$ cat src/rtl/mul_div_unit_pkg.sv
// Shared op codes, FSM encodings and iteration count for the multiply/divide unit.
package mul_div_unit_pkg;

  localparam int MDU_ITER = 32;

  localparam logic [1:0] MDU_MULT  = 2'b00;
  localparam logic [1:0] MDU_MULTU = 2'b01;
  localparam logic [1:0] MDU_DIV   = 2'b10;
  localparam logic [1:0] MDU_DIVU  = 2'b11;

  localparam logic [1:0] MDU_IDLE = 2'b00;
  localparam logic [1:0] MDU_CALC = 2'b01;
  localparam logic [1:0] MDU_FIX  = 2'b10;
  localparam logic [1:0] MDU_DONE = 2'b11;

  function automatic logic op_is_div(input logic [1:0] op);
    return op[1];
  endfunction

  function automatic logic op_is_signed(input logic [1:0] op);
    return ~op[0];
  endfunction

endpackage

$ cat src/rtl/mdu_sign_fix.sv
// Sign handling for the MDU: operand magnitudes at issue, result negation at fix-up.
module mdu_sign_fix (
  input  logic        sgn,
  input  logic [31:0] a,
  input  logic [31:0] b,
  output logic [31:0] abs_a,
  output logic [31:0] abs_b,
  output logic        neg_q,
  output logic        neg_r,
  input  logic        fix_div,
  input  logic        fix_neg_q,
  input  logic        fix_neg_r,
  input  logic [63:0] work,
  output logic [31:0] res_hi,
  output logic [31:0] res_lo
);

  logic [63:0] prod;

  always_comb begin
    abs_a = (sgn && a[31]) ? -a : a;
    abs_b = (sgn && b[31]) ? -b : b;
    // neg_q doubles as the product sign for multiplies
    neg_q = sgn & (a[31] ^ b[31]);
    neg_r = sgn & a[31];
  end

  always_comb begin
    prod = fix_neg_q ? -work : work;
    if (fix_div) begin
      res_lo = fix_neg_q ? -work[31:0]  : work[31:0];
      res_hi = fix_neg_r ? -work[63:32] : work[63:32];
    end else begin
      res_lo = prod[31:0];
      res_hi = prod[63:32];
    end
  end

endmodule

$ cat src/rtl/mul_div_unit.sv
// Iterative multiply/divide unit with HI/LO: one shift-add or restoring
// shift-subtract step per cycle, then a sign fix-up cycle.
module mul_div_unit
  import mul_div_unit_pkg::*;
#(
  parameter int ITER = MDU_ITER
) (
  input  logic        clock,
  input  logic        rst_n,
  input  logic        start,
  input  logic [1:0]  op,
  input  logic [31:0] Read_data_1,
  input  logic [31:0] Read_data_2,
  input  logic        hi_we,
  input  logic        lo_we,
  input  logic [31:0] wr_data,
  output logic        busy,
  output logic        done,
  output logic        div_zero,
  output logic [31:0] hi,
  output logic [31:0] lo
);

  localparam int CNT_W = $clog2(ITER);

  logic [1:0]       state_reg;
  logic [CNT_W-1:0] cnt_reg;
  logic [1:0]       op_reg;
  logic [63:0]      work_reg;
  logic [31:0]      opnd_reg;
  logic [31:0]      a_raw_reg;
  logic             b_zero_reg;
  logic             neg_q_reg;
  logic             neg_r_reg;
  logic [31:0]      hi_reg;
  logic [31:0]      lo_reg;
  logic             div_zero_reg;

  logic [31:0] abs_a, abs_b, res_hi, res_lo;
  logic        neg_q, neg_r;
  logic [32:0] sum, cand, diff;
  logic [63:0] step;

  mdu_sign_fix u_sign_fix (
    .sgn       (op_is_signed(op)),
    .a         (Read_data_1),
    .b         (Read_data_2),
    .abs_a     (abs_a),
    .abs_b     (abs_b),
    .neg_q     (neg_q),
    .neg_r     (neg_r),
    .fix_div   (op_is_div(op_reg)),
    .fix_neg_q (neg_q_reg),
    .fix_neg_r (neg_r_reg),
    .work      (work_reg),
    .res_hi    (res_hi),
    .res_lo    (res_lo)
  );

  // Multiply: work = {partial product, remaining multiplier bits}.
  // Divide:   work = {partial remainder, dividend bits shifting into quotient}.
  always_comb begin
    sum  = {1'b0, work_reg[63:32]} + (work_reg[0] ? {1'b0, opnd_reg} : 33'd0);
    cand = {work_reg[63:32], work_reg[31]};
    diff = cand - {1'b0, opnd_reg};
    if (op_is_div(op_reg)) begin
      step = diff[32] ? {cand[31:0], work_reg[30:0], 1'b0}
                      : {diff[31:0], work_reg[30:0], 1'b1};
    end else begin
      step = {sum, work_reg[31:1]};
    end
  end

  always_ff @(posedge clock or negedge rst_n) begin
    if (!rst_n) begin
      state_reg    <= MDU_IDLE;
      cnt_reg      <= '0;
      op_reg       <= '0;
      work_reg     <= '0;
      opnd_reg     <= '0;
      a_raw_reg    <= '0;
      b_zero_reg   <= 1'b0;
      neg_q_reg    <= 1'b0;
      neg_r_reg    <= 1'b0;
      hi_reg       <= '0;
      lo_reg       <= '0;
      div_zero_reg <= 1'b0;
    end else begin
      case (state_reg)
        MDU_IDLE: begin
          if (start) begin
            op_reg       <= op;
            work_reg     <= {32'd0, op_is_div(op) ? abs_a : abs_b};
            opnd_reg     <= op_is_div(op) ? abs_b : abs_a;
            a_raw_reg    <= Read_data_1;
            b_zero_reg   <= (Read_data_2 == 32'd0);
            neg_q_reg    <= neg_q;
            neg_r_reg    <= neg_r;
            cnt_reg      <= '0;
            div_zero_reg <= 1'b0;
            state_reg    <= MDU_CALC;
          end else begin
            if (hi_we) hi_reg <= wr_data;
            if (lo_we) lo_reg <= wr_data;
          end
        end
        MDU_CALC: begin
          work_reg <= step;
          cnt_reg  <= cnt_reg + 1'b1;
          if (cnt_reg == CNT_W'(ITER - 1)) state_reg <= MDU_FIX;
        end
        MDU_FIX: begin
          if (op_is_div(op_reg) && b_zero_reg) begin
            hi_reg       <= a_raw_reg;
            lo_reg       <= 32'hFFFF_FFFF;
            div_zero_reg <= 1'b1;
          end else begin
            hi_reg <= res_hi;
            lo_reg <= res_lo;
          end
          state_reg <= MDU_DONE;
        end
        default: state_reg <= MDU_IDLE;
      endcase
    end
  end

  assign busy     = (state_reg != MDU_IDLE);
  assign done     = (state_reg == MDU_DONE);
  assign div_zero = div_zero_reg;
  assign hi       = hi_reg;
  assign lo       = lo_reg;

endmodule

$ cat config.mk
export PLATFORM = sky130hd
export DESIGN_NAME = mul_div_unit
export DESIGN_NICKNAME = d
export VERILOG_FILES = /design/src/rtl/mul_div_unit_pkg.sv /design/src/rtl/mdu_sign_fix.sv /design/src/rtl/mul_div_unit.sv
export SDC_FILE = /design/constraint.sdc
export NUM_CORES = 1
export LEC_CHECK = 0
export CAP_MARGIN = 25
export CELL_PAD_IN_SITES_DETAIL_PLACEMENT = 0
export CELL_PAD_IN_SITES_GLOBAL_PLACEMENT = 1
export CORE_MARGIN = 5
export CORE_UTILIZATION = 44
export DETAILED_ROUTE_END_ITERATION = 8
export GPL_TIMING_DRIVEN = 0
export HOLD_SLACK_MARGIN = 0.05
export PLACE_DENSITY_LB_ADDON = 0.1
export RECOVER_POWER = 25
export SLEW_MARGIN = 10
export SYNTH_ARGS = -nofsm -noshare
export SYNTH_HDL_FRONTEND = slang
export SYNTH_HIERARCHICAL = 1
export SYNTH_SLANG_ARGS = --single-unit
$ cat constraint.sdc
create_clock -name clock -period 4 [get_ports clock]
set_input_delay 1.2 -clock clock [delete_from_list [all_inputs] [get_ports clock]]
set_output_delay 1.2 -clock clock [all_outputs]
set_load 0.02 [all_outputs]
==> Word level (Yosys, flattened, before mapping) <==
Cells that the tools add are included.
{ "totals": {"regBits": 205, "output_inout_bits": 67} }
{ "classes": {"addsub": 8, "eq_ne": 10, "muxes": 30, "n_bitwise": 4, "reduce_logical": 14} }
{ "op_table": {"columns": ["cell", "n"], "rows": [
  ["32-bit two-way mux", 15],
  ["64-bit two-way mux", 4],
  ["32-bit negation", 4],
  ["32-bit case mux with 2 select lines", 2],
  ["64-bit case mux with 2 select lines", 1],
  ["64-bit negation", 1],
  ["32-bit by 32-bit adder with 33-bit output", 1],
  ["33-bit by 32-bit subtractor with 33-bit output", 1],
  ["32-bit zero test", 1],
  ["2-bit != test (second input constant)", 6],
  ["5-bit case mux with 2 select lines", 1],
  ["3-bit AND reduction", 3],
  ["2-bit case mux with 3 select lines", 1],
  ["2-bit AND reduction", 3],
  ["2-bit nonzero test", 3],
  ["5-bit by 1-bit adder with 5-bit output (second input constant)", 1],
  ["5-bit == test (second input constant)", 1],
  ["5-bit two-way mux", 1],
  ["2-bit == test (second input constant)", 2],
  ["2-bit two-way mux", 2],
  ["1-bit logical AND", 3],
  ["1-bit AND", 2],
  ["2-bit by 1-bit == test with 1-bit output (second input constant)", 1],
  ["2-bit zero test", 1],
  ["4 further kinds", 5]
]} }

==> Depth between registers and ports, before layout <==
{ "depth": {"word_depth": 6, "depth_mapped": 15, "depth_no_buf": 14} }

==> Hierarchy <==
The synthesis kept the hierarchy.
{ "by_module_without_submodules": {"columns": ["mod", "n_inst", "cells_each", "area_each_um2", "seq_area_each_um2"], "rows": [
  ["mul_div_unit", 1, 1601, 13675.6, 5104.9],
  ["mdu_sign_fix", 1, 491, 3155.5, 0.0]
]} }

==> Worst setup path after synthesis <==
Ideal clock, no wire load.
{ "synth_timing": {"path_type": "input port to flip-flop", "from": "input Read_data_1[20]", "to": "register work_reg[31]", "setup_ps": 83, "arrival_time_ps": 3532, "required_time_ps": 3917, "setup_slack_ps": 385, "cell_stages": 9, "path_buffers": 0, "path_cell_list": "or4_1 > nand2b_1 > or3_1 > or3_1 > or4_1 > a21boi_1 > mux2_2 > a21oi_1 > o21ai_0"} }
{ "synth_between": {"elab_chain_cells": 5} }
{ "synth_lines": {"columns": ["element", "line_no", "text"], "rows": [
  ["start: declaration", "mul_div_unit.sv:12", "input logic [31:0] Read_data_1,"],
  ["32-bit negation", "mdu_sign_fix.sv:21", "abs_a = (sgn && a[31]) ? -a : a;"],
  ["32-bit two-way mux", "mdu_sign_fix.sv:21", null],
  ["via abs_a[31]", "mul_div_unit.sv:39", "logic [31:0] abs_a, abs_b, res_hi, res_lo;"],
  ["32-bit two-way mux", "mul_div_unit.sv:93", "work_reg <= {32'd0, op_is_div(op) ? abs_a : abs_b};"],
  ["64-bit two-way mux", "mul_div_unit.sv:91", "if (start) begin"],
  ["64-bit case mux with 2 select lines", "mul_div_unit.sv:89", "case (state_reg)"],
  ["end signal: assignment", "mul_div_unit.sv:93", null],
  ["end signal: assignment", "mul_div_unit.sv:108", "work_reg <= step;"],
  ["end: declaration", "mul_div_unit.sv:29", "logic [63:0] work_reg;"]
]} }
The timed path passes the listed nets, and every way through them passes these cells. The select of a mux whose other input is x is not followed.
A chain may end at the register's enable or synchronous reset.

==> Worst setup path after layout <==
{ "layout_timing": {"from": "input Read_data_1[0]", "to": "register work_reg[29]"} }
The elaborated chain is that of the path after synthesis.

==> impl_metrics.py <==
metrics = {
    "layout": {
        "layoutNonFillerInstCount": 2820,
        "area_delta_synth_final_pct": 19.3,
        "fin_nets": 2470,
        "fillCellCount": 3740,
        "layout-drive-gt1-share_pct": 7.32,
        "antennaDiodeCount": 0,
        "largest_reg_flops": 64,
    },
    "clocking": {
        "cts_inserted_buffers": 26,
        "root_buffer": "clkbuf_16",
        "cts_buffer_depth": 3,
        "htreeDepth": 1,
        "post-cts-setup-buffer-count": 0,
        "path_clk_slew_ns": 0.06,
        "cts_sinks": 204,
        "cts_tree": "yes",
        "clk_latency_ns": 0.55,
    },
    "floorplanning": {
        "rows": 71,
        "dieArea_um2": 42300,
        "start_util_pct": 44.6,
        "pin_count": 170,
        "dieHeight_um": 206,
        "die_w_um": 206,
        "core_area_um2": 37800,
    },
    "critical_path": {
        "arrival_ns": 4.32,
        "crit_fanout": 5,
        "cp_cell_sequence": "clkdlybuf4s50_1 > nor4_4 > nand4b_1 > or4_1 > nor2_2 > a21oi_1 > xor2_1 > mux2_2 > a21oi_1 > o21ai_0",
        "r2r-start": "work_reg[0]",
        "worst-r2r-setup-slack_ns": 0.17,
        "crit_required_ns": 4.40,
        "cpMostUsedCell": "a21oi_1",
        "cp_top_family": "simple AND/OR/NAND/NOR gates",
        "crit_path_end_kind": "flop",
        "r2r-end": "work_reg[56]",
        "worst-path-buf-inv": 1,
        "max_stage_delay_ns": 0.71,
        "worstSetupPathType": "in2reg",
        "crit_slowest_cell": "clkdlybuf4s50_1",
        "crit_start": "Read_data_1[0]",
        "reg2regPathDepth": 14,
        "crit_path_start_kind": "input port",
    },
    "yosys": {
        "synthFlopType": "dfrtp_1",
        "synthTopCellsByArea": "dfrtp_1 30%, o21ai_0 6.3%, nand2_1 5.6%",
        "yosysWarnings": 6,
        "yosysTopAreaCellShare_pct": 30.3,
        "synth_area_um2": 16800,
        "synth_seq_cells": 204,
        "seq_area_frac_synth_pct": 30.3,
        "synthArstFlopShare_pct": 100,
        "syn_area_per_cell_um2": 8.05,
        "syn_inst": 2092,
        "synth.largest_area_cell": "dfrtp_1",
        "ys_types": 77,
        "synth_fp_nets": 2272,
        "synth_edf_count": 0,
    },
    "hold_path": {
        "hold_class": "reg2reg",
        "hp-start": "hi[7]",
        "min_path_cells": 2,
        "hold_end": "hi[7]",
    },
    "sta": {
        "maxSlewViolCount": 99,
        "finalClockSkew_ns": 0.0273,
        "finalCritPeriodShare_pct": 97.9,
        "finalSetupViolCount": 0,
        "finalCriticalPeriod_ns": 3.92,
        "max_clock_freq_mhz": 255,
        "tightest_slew_ns": 2.55,
        "slew-limit-headroom_pct": -69.9,
        "setup_ws_ns": 0.0843,
        "final-hold-violation-count": 0,
    },
    "placement": {
        "place_ws_ns": -0.808,
        "place_inst": 2773,
        "gp_congestion": 0.956,
        "hpwl_um": 53400,
        "io_buffers": 167,
    },
    "drt": {
        "routedWlPerCell_um": 23.5,
        "viasPerCell": 5.99,
        "drt_pass1_iterations": 5,
        "drtIter0Drc": 1493,
        "antenna_left": 0,
        "vias": 16900,
        "route.detailed.drc": 0,
        "drt-total-wl_um": 66400,
    },
    "pwr": {
        "total_power_mw": 17.0,
        "power.density_nw_per_um2": 845,
        "ir_drop_v": 0.000422,
        "leakagePower_nw": 8.63,
    },
    "grt": {
        "grt_first_pass_wirelength_um": 97800,
        "grt_max_degree": 108,
        "grt_pass1_vias": 15900,
        "gr-total-overflow": 0,
        "antenna_found_initial": 2,
        "track_usage_pct": 30.4,
    },
    "outcome": {
        "violations": "max-capacitance violations, max-slew violations",
        "outcome": "finished, violations left",
    },
    "flow_run": {
        "max_cap_viol_count": 1,
    },
}
## worst register-to-register path: cells and delay by family (launching register included)
family / cells / cell delay (ns)
AO/OA/AOI/OAI: 8 / 1.99
flip-flops: 1 / 0.60
buffers and inverters: 2 / 0.34
AND/OR/NAND/NOR: 2 / 0.33
adder cells (fa/ha/maj): 1 / 0.28
XOR/XNOR: 1 / 0.17
## area by class of cell
| cell class | instances | area (um2) | area share (%) |
|---|---|---|---|
| clock inverter | 11 | 72.6 | 0.361 |
| timing repair buffer | 170 | 1700 | 8.46 |
| inverter | 64 | 240 | 1.20 |
| sequential | 204 | 5110 | 25.5 |
| tap | 511 | 639 | 3.18 |
| multi-input combinational | 1705 | 11100 | 55.3 |
| clock buffer | 36 | 739 | 3.68 |
| buffer | 119 | 483 | 2.41 |
## layout by cell type, fill, tap and decap left out, types with 66 or more instances in the layout
cell type / instances
a21oi_1: 171
clkbuf_1: 100
clkdlybuf4s50_1: 164
dfrtp_1: 200
ha_1: 75
mux2_2: 66
mux2i_1: 78
nand2_1: 251
nor2_1: 153
o21ai_0: 210
xnor2_1: 93
xor2_1: 78
## metal layers
metal	GRT usage (%)	up-vias	part of all wire, %
met5	0	-	0
met4	8.59	0	3.2
met3	7.97	100	8.8
li1	-	7915	-
met1	42.8	8204	45
met2	46.1	684	43
## stage by stage
stage	hold slack [ns]	utilization, %	setup TNS [ns]	instance area (um2)
finish	0.479	53.2	0	20100
global route	0.508	53.2	-0.0183	20100
CTS	0.483	53.1	0	20000
detailed placement	0.471	50.8	-23.15	19200
global placement	0.464	50.7	-1455.35	19100
floorplan	0.463	-	0	16800
## logic make-up (layout without fill, tap and decap cells)
| kind of cell | after synthesis | after routing | synth area share, % |
|---|---|---|---|
| fa+ha+maj | 77 | 77 | 5.81 |
| compound gates | 619 | 619 | 22.0 |
| xor+xnor | 171 | 171 | 8.90 |
| flops | 204 | 204 | 30.3 |
| simple gates | 694 | 694 | 19.7 |
| buf+inv | 183 | 400 | 4.22 |
| mux | 144 | 144 | 9.05 |
## power breakdown
group	leakage (nW)	internal [mW]	total [mW]	switching [mW]
Combinational	5.72	4.02	10.3	6.32
Clock	0.395	1.29	2.25	0.959
Sequential	2.51	2.99	4.37	1.38
## what timing repair did
item | 4_1_cts | 5_1_grt
resized for setup | 11 | 20
hold buffers | 0 | 0
endpoints found under the setup margin | 48 | 43
## cells in the mapped netlist, types with 14 or more instances
master / count
a21o_1: 37
a21oi_1: 171
a22oi_1: 20
a31oi_1: 14
and2_1: 43
clkbuf_1: 98
dfrtp_1: 204
ha_1: 75
inv_1: 63
mux2_2: 66
mux2i_1: 78
nand2_1: 251
nand2b_1: 28
nand3_1: 56
nand4_1: 16
nor2_1: 154
nor3_1: 38
nor4_1: 33
o21ai_0: 211
o21ai_1: 19
o22ai_1: 36
o31ai_1: 21
or4_1: 17
xnor2_1: 93
xor2_1: 78
## worst max path at each step
| stage | endpoint | cells after the start |
|---|---|---|
| CTS | work_reg[31] | 10 |
| detailed placement | work_reg[30] | 12 |
| global route | work_reg[30] | 10 |
| finish | work_reg[29] | 10 |
| floorplan | work_reg[31] | 9 |
| global placement | a_raw_reg[21] | 1 |
Power figures use the tool's default switching activity.
